File: src/rtl/alu_result_sel.sv
// alu_result_sel
//   Registered result selector for the ALU back end. One source channel out
//   of NUM_SRC is picked by opcode, registered together with its zero/sign
//   flags and a bad-opcode marker, and handed to the consumer through a
//   valid/ready handshake.
//
//   Optional build macro: ALU_RESULT_SEL_SKID_EN
//     undefined : single output register, in_ready = !out_valid || out_ready
//     defined   : 2-entry skid buffer in front of the consumer, in_ready is
//                 registered and means "buffer not full"
//
//   Ports
//     clk        rising-edge clock
//     rst_n      asynchronous active-low reset
//     in_valid   opcode/src_bus valid this cycle
//     in_ready   block accepts a request this cycle
//     opcode     source select (SEL_W bits)
//     src_bus    packed sources, channel k = src_bus[k*WIDTH +: WIDTH]
//     out_valid  zout and flags hold a valid result
//     out_ready  consumer accepts the result
//     zout       selected result (registered)
//     zero_flag  zout == 0
//     sign_flag  zout[WIDTH-1]
//     bad_op     result came from opcode >= NUM_SRC
//     op_count   number of accepted requests, wraps at 16 bits
module alu_result_sel #(
    parameter int WIDTH   = 8,
    parameter int NUM_SRC = 16,
    parameter int SEL_W   = 4
) (
    input  logic                     clk,
    input  logic                     rst_n,
    input  logic                     in_valid,
    output logic                     in_ready,
    input  logic [SEL_W-1:0]         opcode,
    input  logic [NUM_SRC*WIDTH-1:0] src_bus,
    output logic                     out_valid,
    input  logic                     out_ready,
    output logic [WIDTH-1:0]         zout,
    output logic                     zero_flag,
    output logic                     sign_flag,
    output logic                     bad_op,
    output logic [15:0]              op_count
);

    if ((2 ** SEL_W) < NUM_SRC) begin : g_bad_param
        $error("alu_result_sel: SEL_W too narrow for NUM_SRC");
    end

    localparam logic [SEL_W:0] NUM_SRC_L = (SEL_W + 1)'(NUM_SRC);

    logic             r_out_valid;
    logic [WIDTH-1:0] r_zout;
    logic             r_zero;
    logic             r_sign;
    logic             r_bad;
    logic [15:0]      r_op_count;

    logic             w_bad;
    logic [WIDTH-1:0] w_sel;
    logic             w_accept;
    logic             w_retire;
    logic             w_load_new;
    logic             w_load_sk;
    logic             w_ov_nxt;
    logic [WIDTH-1:0] w_ld_data;
    logic             w_ld_bad;

    // Select stage: out-of-range opcodes match no channel and yield zero.
    assign w_bad = ({1'b0, opcode} >= NUM_SRC_L);

    always_comb begin
        w_sel = '0;
        for (int k = 0; k < NUM_SRC; k++) begin
            if (opcode == SEL_W'(k)) begin
                w_sel = src_bus[k*WIDTH +: WIDTH];
            end
        end
    end

    assign w_accept = in_valid && in_ready;
    assign w_retire = r_out_valid && out_ready;

`ifdef ALU_RESULT_SEL_SKID_EN
    // Output register is the FIFO head; r_sk_* holds the second entry.
    logic [1:0]       r_cnt;
    logic             r_in_ready;
    logic [WIDTH-1:0] r_sk_data;
    logic             r_sk_bad;
    logic [1:0]       w_cnt_nxt;

    assign in_ready   = r_in_ready;
    assign w_cnt_nxt  = r_cnt + {1'b0, w_accept} - {1'b0, w_retire};
    // New request goes straight to the head when the head is (or becomes) free.
    assign w_load_new = w_accept && ((r_cnt == 2'd0) || ((r_cnt == 2'd1) && w_retire));
    // Head retires while the skid slot is occupied: promote the skid entry.
    assign w_load_sk  = w_retire && (r_cnt == 2'd2);
    assign w_ld_data  = w_load_new ? w_sel : r_sk_data;
    assign w_ld_bad   = w_load_new ? w_bad : r_sk_bad;
    assign w_ov_nxt   = (w_cnt_nxt != 2'd0);

    always_ff @(posedge clk or negedge rst_n) begin
        if (!rst_n) begin
            r_cnt      <= 2'd0;
            r_in_ready <= 1'b1;
        end else begin
            r_cnt      <= w_cnt_nxt;
            r_in_ready <= (w_cnt_nxt != 2'd2);
        end
    end

    always_ff @(posedge clk) begin
        if (w_accept && (r_cnt == 2'd1) && !w_retire) begin
            r_sk_data <= w_sel;
            r_sk_bad  <= w_bad;
        end
    end
`else
    assign in_ready   = !r_out_valid || out_ready;
    assign w_load_new = w_accept;
    assign w_load_sk  = 1'b0;
    assign w_ld_data  = w_sel;
    assign w_ld_bad   = w_bad;
    assign w_ov_nxt   = w_accept || (r_out_valid && !out_ready);
`endif

    // Output stage: flags are computed from the very data being loaded so
    // they are always coherent with zout.
    always_ff @(posedge clk or negedge rst_n) begin
        if (!rst_n) begin
            r_out_valid <= 1'b0;
            r_zout      <= '0;
            r_zero      <= 1'b1;
            r_sign      <= 1'b0;
            r_bad       <= 1'b0;
        end else begin
            r_out_valid <= w_ov_nxt;
            if (w_load_new || w_load_sk) begin
                r_zout <= w_ld_data;
                r_zero <= (w_ld_data == '0);
                r_sign <= w_ld_data[WIDTH-1];
                r_bad  <= w_ld_bad;
            end
        end
    end

    always_ff @(posedge clk or negedge rst_n) begin
        if (!rst_n) begin
            r_op_count <= 16'd0;
        end else if (w_accept) begin
            r_op_count <= r_op_count + 16'd1;
        end
    end

    assign out_valid = r_out_valid;
    assign zout      = r_zout;
    assign zero_flag = r_zero;
    assign sign_flag = r_sign;
    assign bad_op    = r_bad;
    assign op_count  = r_op_count;

endmodule

File: config.mk
export PLATFORM = sky130hd
export DESIGN_NAME = alu_result_sel
export DESIGN_NICKNAME = d
export VERILOG_FILES = /design/src/rtl/alu_result_sel.sv
export SDC_FILE = /design/constraint.sdc
export NUM_CORES = 1
export LEC_CHECK = 0
export CAP_MARGIN = 15
export CORE_MARGIN = 4
export CORE_UTILIZATION = 37
export DETAILED_ROUTE_END_ITERATION = 10
export PLACE_DENSITY = 0.86
export SETUP_SLACK_MARGIN = 0.2
export SYNTH_ARGS = -nofsm -noshare
export SYNTH_HDL_FRONTEND = slang
export SYNTH_SLANG_ARGS = --single-unit
export TNS_END_PERCENT = 30
File: constraint.sdc
create_clock -name clk -period 2.35 [get_ports clk]
set_clock_uncertainty 0.2 [all_clocks]
set_input_delay 0.47 -clock clk [delete_from_list [all_inputs] [get_ports clk]]
set_output_delay 0.47 -clock clk [all_outputs]
set_load 0.02 [all_outputs]
==> tab_implementation.tex, run 1 <==
\begin{tabular}{lr}
\hline
Metric & Value \\
\hline
\multicolumn{2}{l}{\textbf{Outcome}} \\
Result of the run & completed \\
\multicolumn{2}{l}{\textbf{Detailed routing}} \\
Detail-routed net length per standard cell & 17.6 um \\
Routed vias/inst & 5.57 \\
Final ANT Viol Nets & 0 \\
Detailed Routing Iterations Pass 1 & 5 \\
Violation count after the first detailed-routing iteration & about 230 \\
Vias after detailed routing & 3291 \\
Routed Wire Length & 10400 um \\
Number of design rule violations left after detail routing & 0 \\
\multicolumn{2}{l}{\textbf{Critical path}} \\
Critical setup path kind & primary input to register \\
Critical register-to-register path endpoint & op\_count[8] \\
Flop-to-flop setup slack & between 500 and 600 ps \\
Crit Path Max Fanout & 2 \\
Critical path required time & 2350 ps \\
R2r startpoint & out\_valid \\
Startpoint class of the critical path & primary input \\
Type of element capturing the critical path & register \\
Worst reg-to-reg path cell count & 7 \\
Data arrival time of the critical path & approximately 2100 ps \\
\multicolumn{2}{l}{\textbf{Die}} \\
\# IOs & 165 \\
Horizontal die dimension & 91.0 um \\
Die span in y & 91.0 um \\
Initial standard-cell utilization of the core & between 30\% and 40\% \\
FP Rows & 29 \\
Area of the core & 6530 sq um \\
Die Outline Area & 8280 sq um \\
\multicolumn{2}{l}{\textbf{STA}} \\
Number of pins exceeding their max-slew limit in the final report & 0 \\
Number of hold violations in the final report & 0 \\
Fmax achieved & roughly 470 MHz \\
Final worst path period need & roughly 2100 ps \\
Final worst-path cycle share & roughly 91\% \\
Final setup viols & 0 \\
Unrepaired setup endpoints after global routing & yes \\
\multicolumn{2}{l}{\textbf{GRT}} \\
Via count of the first global-routing pass & $\sim$3.4k \\
Gr ovfl total & 0 \\
Number of antenna violations at the first check in global routing & 0 \\
Total GRT Usage & 23.9\% \\
First-pass GRT wire length & 16300 um \\
Pin count of the biggest net entering global routing & 27 \\
\multicolumn{2}{l}{\textbf{Synth}} \\
Library cells used by synthesis & 50 \\
Mean area per synthesized cell & 7.92 sq um \\
Primary FF master, synth & dfrtp\_1 \\
Seq/Total Area, Yosys & $\sim$26\% \\
Number of synthesis warnings & 0 \\
Cells taking the most area after synthesis & dfrtp\_1 25\%, mux2i\_1 9.4\%, nand2\_1 5.4\%, a21oi\_1 4.5\%, nand2b\_1 4.2\% \\
Share of synthesized registers carrying an async set or reset & 100\% \\
Largest area contributor in the netlist & dfrtp\_1 \\
Number of nets in the synthesized netlist & between 400 and 500 \\
Most numerous cell in the Yosys netlist & nand2\_1 \\
Area share of the leading cell type in the synthesized netlist & between 20\% and 30\% \\
Number of synthesized flops with an enable pin & 0 \\
Cell count after synthesis & 322 \\
Post-Synthesis Cell Area & 2550 sq um \\
Synth top cells by count & 37 x nand2\_1, 25 x dfrtp\_1, 25 x nor2\_1, 24 x mux2i\_1, 23 x a21oi\_1 \\
Post-synthesis sequential element count & 26 \\
\multicolumn{2}{l}{\textbf{Place}} \\
Cell Area, Placed & around 4500 sq um \\
RD Place Congestion & 0.910 \\
Hpwl dp & 8650 um \\
PortBufs & 163 \\
\multicolumn{2}{l}{\textbf{Layout}} \\
Share of post-route cells with drive strength above 1 & 15.8\% \\
Final instance area & 4660 sq um \\
Diodes inserted & 0 \\
Layout area overhead & 82.8\% \\
Nets & 652 \\
Util after Layout & between 70 and 80\% \\
\multicolumn{2}{l}{\textbf{Clock network}} \\
Clock H-tree levels & 1 \\
Clock root cell & clkbuf\_8 \\
Clock-pin slew on the worst setup and hold paths & $\sim$80 ps \\
Worst-Skew Late Latency & 270 ps \\
Clock tree from TritonCTS & built \\
Clock tree sinks & 26 \\
Hold buffer count at cts & 0 \\
Max Buffers Root-to-Sink & 2 \\
TritonCTS Buffers & 3 \\
\multicolumn{2}{l}{\textbf{Hold path}} \\
Critical hold path startpoint & zero\_flag \\
Worst min path class & register to register \\
Endpoint, Worst Hold & zero\_flag \\
Hold path depth & 2 \\
\multicolumn{2}{l}{\textbf{Pwr}} \\
Worst ir drop on vdd & between 0.3 and 0.4 mV \\
Register share of total power & between 30\% and 40\% \\
Net switching component of the power & about 650 uW \\
Design internal power & 1.23 mW \\
Share of power burned in combinational logic & 52.3\% \\
Clock share of power & 15.1\% \\
PwrDens & 403 nW/um\^{}2 \\
Leakage component of the power & 2.00 nW \\
Net Sw Frac & 34.7\% \\
\multicolumn{2}{l}{\textbf{Flow run}} \\
Total of max-cap violations & 0 \\
\hline
\end{tabular}
==> worst max path at each step <==
stage,cells after the start,end,start
floorplan,7,op_count[13],out_ready
finish,8,zero_flag,src_bus[25]
CTS,8,zero_flag,src_bus[25]
global route,7,zout[2],src_bus[2]
global placement,9,zero_flag,opcode[2]
detailed placement,9,zero_flag,opcode[2]
==> metal layers <==
metal / GRT usage [%] / share of wire, % / vias up
li1: - / - / 1563
met1: 27.9 / 39 / 1538
met2: 43.9 / 51 / 166
met3: 4.38 / 7.4 / 24
met4: 8.04 / 2.9 / 0
met5: 0 / 0 / -
==> layout by cell type (no fill, tap or decap), types with 12 or more instances in the layout <==
| master | synthesis | final |
|---|---|---|
| clkdlybuf4s50_1 | 0 | 149 |
| buf_4 | 5 | 48 |
| nand2_1 | 37 | 37 |
| dfrtp_1 | 25 | 25 |
| nor2_1 | 25 | 23 |
| a21oi_1 | 23 | 22 |
| mux2i_1 | 24 | 21 |
| nand2b_1 | 17 | 16 |
| xnor2_1 | 12 | 12 |
==> stage by stage <==
step	setup TNS, ps	instances	setup slack, ps	power (mW)	hold slack, ps
after floorplan	0	322	257	1.03	-25.6
after global placement	-2050	585	-342	1.56	263
after detailed placement	-2180	585	-357	1.57	259
after CTS	0	589	102	1.86	271
after global routing	0	591	158	1.99	285
final	0	591	216	1.88	267
==> critical path: stages <==
cell and delay, ps:
clkdlybuf4s50_1 400, mux4_2 470, and2_4 150, a211oi_2 160
o32ai_2 120, nor2_1 120, nand4_1 110, o21ai_1 130
==> area by class of cell <==
class                   instances  area [sq um]
repair buffers                215          2060
fillers                       492          1870
multi-input cells             263          1780
flip-flops and latches         26           652
well taps                      77          96.3
clock buffers                   4          55.1
inverters                       6          22.5
==> cells by family after synthesis <==
kind of cell / synth area share (%)
AND/OR/NAND/NOR: 23.2
multiplexers: 14.7
buffers and inverters: 7.07
other: 0.147
AO/OA/AOI/OAI: 23.7
XOR/XNOR: 5.15
adder cells (fa/ha/maj): 0.491
flip-flops: 25.6
==> registers in the layout, summed over array words and instances (netlist names) <==
signal / count
zout: 8
zero_flag: 1
out_valid: 1
op_count: 16
==> power groups by stage <==
stage	logic [mW]	registers [mW]	clock network (mW)
after floorplan	0.335	0.693	0
after global placement	0.945	0.612	0
after detailed placement	0.954	0.616	0
after CTS	0.959	0.609	0.290
after global routing	1.05	0.623	0.316
final	0.982	0.611	0.283
==> repair_timing <==
action,4_1_cts,5_1_grt
buffers inserted,0,2
gates resized for setup,6,27
pin swaps,0,13
setup endpoints to repair,10,15
(Power assumes the default switching activity.)
==> inputs of run 2 (changes only) <==
GPL_TIMING_DRIVEN = 0   (was default)
PLACE_DENSITY = 0.82   (was 0.86)
==> run 2 against run 1 <==
Compared with the run above:
- cell area down 0.35%
- register-to-register slack about the same
- count of clock-buffer cells in the layout unchanged
- sequential power about the same
- core utilization down 0.25 points
- fmax up 1.2%
- via count up 1.4%
- critical path depth unchanged
- sequential cell count unchanged
- critical endpoint unchanged
- power down 0.36%
- non-clock buffer count down 10
==> tab_implementation.tex, run 2 (synthesized netlist as in run 1, its figures left out) <==
\begin{tabular}{lr}
\hline
Metric & Value \\
\hline
\multicolumn{2}{l}{\textbf{GRT}} \\
Total GRT Usage & 23.7\% \\
Pin count of the biggest net entering global routing & 27 \\
First-pass GRT wire length & approximately 16000 um \\
Gr ovfl total & 0 \\
Via count of the first global-routing pass & 3433 \\
Number of antenna violations at the first check in global routing & 0 \\
\multicolumn{2}{l}{\textbf{Detailed routing}} \\
Number of design rule violations left after detail routing & 0 \\
Routed Wire Length & around 11000 um \\
Final ANT Viol Nets & 0 \\
Vias after detailed routing & between 3k and 4k \\
Violation count after the first detailed-routing iteration & 174 \\
Routed vias/inst & 5.74 \\
Detail-routed net length per standard cell & 18.3 um \\
Detailed Routing Iterations Pass 1 & 5 \\
\multicolumn{2}{l}{\textbf{Critical path}} \\
Crit Path Max Fanout & 2 \\
Type of element capturing the critical path & register \\
Worst setup path start & src\_bus[2] \\
Data arrival time of the critical path & 2110 ps \\
CP delay by family, top & compound AO/OA/AOI/OAI gates \\
Worst reg-to-reg path cell count & 7 \\
Flop-to-flop setup slack & $\sim$560 ps \\
Critical path required time & 2350 ps \\
Startpoint class of the critical path & primary input \\
Crit path to & zero\_flag \\
Crit path max-delay cell type & clkdlybuf4s50\_1 \\
Critical register-to-register path endpoint & op\_count[14] \\
Number of buffer and inverter instances along the worst setup path & 1 \\
R2r startpoint & out\_valid \\
Path length in cells of the critical path & 8 \\
Critical path cell sequence & clkdlybuf4s50\_1 -> nor2b\_1 -> a211oi\_1 -> a2111oi\_1 -> o22a\_1 -> o221ai\_1 -> nand4\_1 -> o21ai\_1 \\
Critical setup path kind & primary input to register \\
Slowest cell delay on critical path & 440 ps \\
\multicolumn{2}{l}{\textbf{Layout}} \\
Share of post-route cells with drive strength above 1 & between 10\% and 20\% \\
Most frequent cells in the layout & 144 x clkdlybuf4s50\_1, 36 x nand2\_1, 25 x dfrtp\_1 \\
Diodes inserted & 0 \\
Leading cell type in the layout, fill and taps excluded & clkdlybuf4s50\_1 \\
Layout area overhead & 82.1\% \\
Nets & 642 \\
Flip-flop count of the largest register, all copies and words added & 16 \\
Util after Layout & between 70 and 80\% \\
Final instance area & between 4000 and 5000 sq um \\
\multicolumn{2}{l}{\textbf{Place}} \\
DP Worst Slack & -659 ps \\
Hpwl dp & 8530 um \\
Cell Area, Placed & around 4300 sq um \\
RD Place Congestion & 0.875 \\
PortBufs & 162 \\
\multicolumn{2}{l}{\textbf{STA}} \\
Final setup viols & 0 \\
Final worst-path cycle share & between 80\% and 90\% \\
PnR worst setup slack & 242 ps \\
Unrepaired setup endpoints after global routing & yes \\
Number of pins exceeding their max-slew limit in the final report & 0 \\
Final worst path period need & 2110 ps \\
Worst hold margin & 253 ps \\
Fmax achieved & $\sim$470 MHz \\
Number of hold violations in the final report & 0 \\
Total negative setup slack & 0 ps \\
\multicolumn{2}{l}{\textbf{Die}} \\
\# IOs & 165 \\
FP Rows & 29 \\
Horizontal die dimension & 91.0 um \\
Initial standard-cell utilization of the core & 39.0\% \\
Die Outline Area & 8280 sq um \\
Area of the core & 6530 sq um \\
Die span in y & 91.0 um \\
\multicolumn{2}{l}{\textbf{Pwr}} \\
Net Sw Frac & 35.1\% \\
Register share of total power & 32.7\% \\
PwrDens & 403 nW/um\^{}2 \\
Clock share of power & approximately 15\% \\
Worst ir drop on vdd & 0.229 mV \\
Net switching component of the power & 655 uW \\
Leakage component of the power & 2.01 nW \\
Share of power burned in combinational logic & a little over half \\
Design internal power & about 1.2 mW \\
\multicolumn{2}{l}{\textbf{Clock network}} \\
Worst-Skew Late Latency & approximately 260 ps \\
Clock-pin slew on the worst setup and hold paths & 80 ps \\
Max Buffers Root-to-Sink & 2 \\
Hold buffer count at cts & 0 \\
Clock tree sinks & 26 \\
Clock root cell & clkbuf\_8 \\
Clock H-tree levels & 1 \\
TritonCTS Buffers & 3 \\
Clock tree from TritonCTS & built \\
\multicolumn{2}{l}{\textbf{Outcome}} \\
Result of the run & completed \\
\multicolumn{2}{l}{\textbf{Hold path}} \\
Worst min path class & primary input to async pin \\
\multicolumn{2}{l}{\textbf{Flow run}} \\
Total of max-cap violations & 0 \\
\hline
\end{tabular}
## run 2: area by class of cell
class | instances | area [sq um]
Fill cell | 525 | 1890
Multi-Input combinational cell | 263 | 1820
Timing Repair Buffer | 178 | 1790
Sequential cell | 26 | 652
Buffer | 27 | 206
Tap cell | 77 | 96.3
Clock buffer | 4 | 55.1
Inverter | 6 | 22.5
## run 2: per-stage QoR
stage | std cells | power (mW)
floorplan | 322 | 1.03
global route | 581 | 1.98
detailed placement | 561 | 1.53
CTS | 572 | 1.82
global placement | 561 | 1.50
finish | 581 | 1.87
## run 2: worst min-delay path by stage
stage	startpoint	endpoint	slack, ps
after floorplan	rst_n	op_count[0]	-30
after global placement	zero_flag	zero_flag	250
after detailed placement	zero_flag	zero_flag	260
after CTS	zero_flag	zero_flag	270
after global routing	rst_n	op_count[14]	250
final	rst_n	op_count[11]	250
## run 2: worst register-to-register path, delay by kind of cell (launching register included)
family / cells / cell delay [ps]
flops: 1 / 390
xor+xnor: 1 / 130
simple gates: 5 / 830
buf+inv: 1 / 130
## run 2: timing repair
| action | CTS | global route |
|---|---|---|
| setup buffers | 7 | 8 |
| gates resized for setup | 20 | 51 |
| setup endpoints to repair | 16 | 20 |
| pin swaps | 8 | 19 |
## run 2: metal layers
metal	vias to the layer above	part of all wire (%)	routed length [um]	global-route usage (%)
met5	-	0	0	0
met4	0	3.5	377	11.1
met3	44	9.5	1020	5.79
met2	210	52	5510	44.1
met1	1535	35	3740	25.0
li1	1548	-	-	-
## run 2: power by group through the flow
stage	sequential, mW	clock (mW)	combinational, mW
2_1_floorplan	0.693	0	0.335
3_3_place_gp	0.608	0	0.895
3_5_place_dp	0.614	0	0.911
4_1_cts	0.607	0.285	0.931
5_1_grt	0.625	0.308	1.04
6_report	0.612	0.281	0.977
==> inputs of run 3 (changes only) <==
GPL_TIMING_DRIVEN = default   (was 0)
==> run 3 against run 2 <==
Compared with the run above:
- cell area grew 0.46%
- sequential cell count did not move
- non-clock buffer count increased by 5
- global-route usage is 1.3 points lower
- die area is the same
- critical path type is now register to output port
- critical endpoint is now zero_flag
- highest routed layer unchanged
==> tab_implementation.tex, run 3 (synthesized netlist as in run 1, its figures left out) <==
\begin{tabular}{lr}
\hline
Metric & Value \\
\hline
\multicolumn{2}{l}{\textbf{Critical path}} \\
Critical path cell sequence & clkdlybuf4s50\_1 \\
Critical setup path kind & register to output port \\
Critical register-to-register path endpoint & op\_count[15] \\
Slowest cell delay on critical path & 620 ps \\
Data arrival time of the critical path & around 1400 ps \\
CP delay by family, top & buffers and inverters \\
Startpoint class of the critical path & register \\
Critical path required time & 1680 ps \\
Crit path max-delay cell type & clkdlybuf4s50\_1 \\
Worst reg-to-reg path cell count & 5 \\
Crit Path Max Fanout & 2 \\
Type of element capturing the critical path & output port \\
R2r startpoint & op\_count[4] \\
Number of buffer and inverter instances along the worst setup path & 1 \\
Flop-to-flop setup slack & approximately 620 ps \\
\multicolumn{2}{l}{\textbf{Pwr}} \\
PwrDens & 393 nW/um\^{}2 \\
Leakage component of the power & $\sim$2.0 nW \\
Worst ir drop on vdd & approximately 0.2 mV \\
\multicolumn{2}{l}{\textbf{Layout}} \\
Layout area overhead & 83.0\% \\
Nets & $\sim$650 \\
Final instance area & 4670 sq um \\
Util after Layout & 71.4\% \\
Diodes inserted & 0 \\
Share of post-route cells with drive strength above 1 & $\sim$14\% \\
Leading cell type in the layout, fill and taps excluded & clkdlybuf4s50\_1 \\
Flip-flop count of the largest register, all copies and words added & 16 \\
Most frequent cells in the layout & 145 x clkdlybuf4s50\_1, 40 x buf\_4, 37 x nand2\_1 \\
\multicolumn{2}{l}{\textbf{Detailed routing}} \\
Violation count after the first detailed-routing iteration & between 100 and 150 \\
Final ANT Viol Nets & 0 \\
Routed Wire Length & 9950 um \\
Routed vias/inst & roughly 5.5 \\
Vias after detailed routing & 3225 \\
Detailed Routing Iterations Pass 1 & 5 \\
Number of design rule violations left after detail routing & 0 \\
Detail-routed net length per standard cell & between 15 and 20 um \\
\multicolumn{2}{l}{\textbf{GRT}} \\
Via count of the first global-routing pass & approximately 3.3k \\
Met2 demand-to-capacity share in global routing & 41.2\% \\
Gr ovfl total & 0 \\
Pin count of the biggest net entering global routing & 27 \\
First-pass GRT wire length & 15500 um \\
Number of antenna violations at the first check in global routing & 0 \\
Layer carrying the most global-route usage & met2 \\
Met3 GRT Util & under 10\% \\
Total GRT Usage & about 22\% \\
Global routing met1 resource utilization & 26.0\% \\
\multicolumn{2}{l}{\textbf{Die}} \\
Horizontal die dimension & 91.0 um \\
FP Rows & 29 \\
Die Outline Area & roughly 8300 sq um \\
Die span in y & 91.0 um \\
Area of the core & 6530 sq um \\
Initial standard-cell utilization of the core & 39.0\% \\
\# IOs & 165 \\
\multicolumn{2}{l}{\textbf{STA}} \\
Final setup viols & 0 \\
Final worst path period need & 2100 ps \\
Fmax achieved & 477 MHz \\
Unrepaired setup endpoints after global routing & yes \\
Final worst-path cycle share & 89.2\% \\
Number of hold violations in the final report & 0 \\
Worst hold margin & 270 ps \\
Number of pins exceeding their max-slew limit in the final report & 0 \\
\multicolumn{2}{l}{\textbf{Hold path}} \\
Critical hold path startpoint & zero\_flag \\
Hold path depth & 2 \\
Worst min path class & register to register \\
Endpoint, Worst Hold & zero\_flag \\
\multicolumn{2}{l}{\textbf{Place}} \\
PortBufs & 163 \\
RD Place Congestion & a little under 0.9 \\
Cell Area, Placed & 4460 sq um \\
Hpwl dp & between 8000 and 9000 um \\
\multicolumn{2}{l}{\textbf{Clock network}} \\
Max Buffers Root-to-Sink & 2 \\
Hold buffer count at cts & 0 \\
TritonCTS Buffers & 3 \\
Clock tree sinks & 26 \\
Clock H-tree levels & 1 \\
Clock tree from TritonCTS & built \\
Clock-pin slew on the worst setup and hold paths & 80 ps \\
Clock root cell & clkbuf\_8 \\
Worst-Skew Late Latency & 270 ps \\
\multicolumn{2}{l}{\textbf{Outcome}} \\
Result of the run & completed \\
\multicolumn{2}{l}{\textbf{Flow run}} \\
Total of max-cap violations & 0 \\
\hline
\end{tabular}
run 3: worst max path at each step:
stage	slack [ps]	from	cells after the start	endpoint
after floorplan	260	out_ready	7	op_count[13]
after global placement	-240	opcode[2]	9	zero_flag
after detailed placement	-300	opcode[2]	10	zero_flag
after CTS	50	src_bus[25]	8	zero_flag
after global routing	180	opcode[3]	8	zero_flag
final	250	zero_flag	1	zero_flag
run 3: layer usage:
layer  routed length, um  part of all wire, %
met5                   0                    0
met4                 331                  3.3
met3                 825                  8.3
met2                5040                   51
met1                3760                   38
run 3: timing repair:
action                                  4_1_cts  5_1_grt
gates resized for setup                       5       32
endpoints found under the setup margin       10        6
cloned                                        0        1
pin swaps                                     3       10
setup buffers                                 1        2
run 3: layout make-up:
| type | instances | area, sq um |
|---|---|---|
| clock buffer | 4 | 45.0 |
| inverter | 6 | 22.5 |
| sequential | 26 | 652 |
| tap | 77 | 96.3 |
| fill | 491 | 1870 |
| timing repair buffer | 210 | 2070 |
| multi-input combinational | 263 | 1780 |
run 3: metrics by stage:
step                cells  total power, mW  setup TNS [ps]  setup slack [ps]
finish                586             1.84               0               253
global placement      578             1.53           -1090              -245
detailed placement    578             1.55           -1520              -297
global route          586             1.95               0               181
CTS                   583             1.80               0              49.0
floorplan             322             1.03               0               257
run 3: power by group:
part	internal (mW)	switching (mW)	total, mW
Clock	0.121	0.137	0.258
Combinational	0.551	0.417	0.968
Sequential	0.522	0.0862	0.608
Total	1.19	0.641	1.84
run 3: worst min-delay path, delay by kind of cell (launching register included):
family           cells  cell delay, ps
flip-flops           1             380
AND/OR/NAND/NOR      1              40
AO/OA/AOI/OAI        1              50
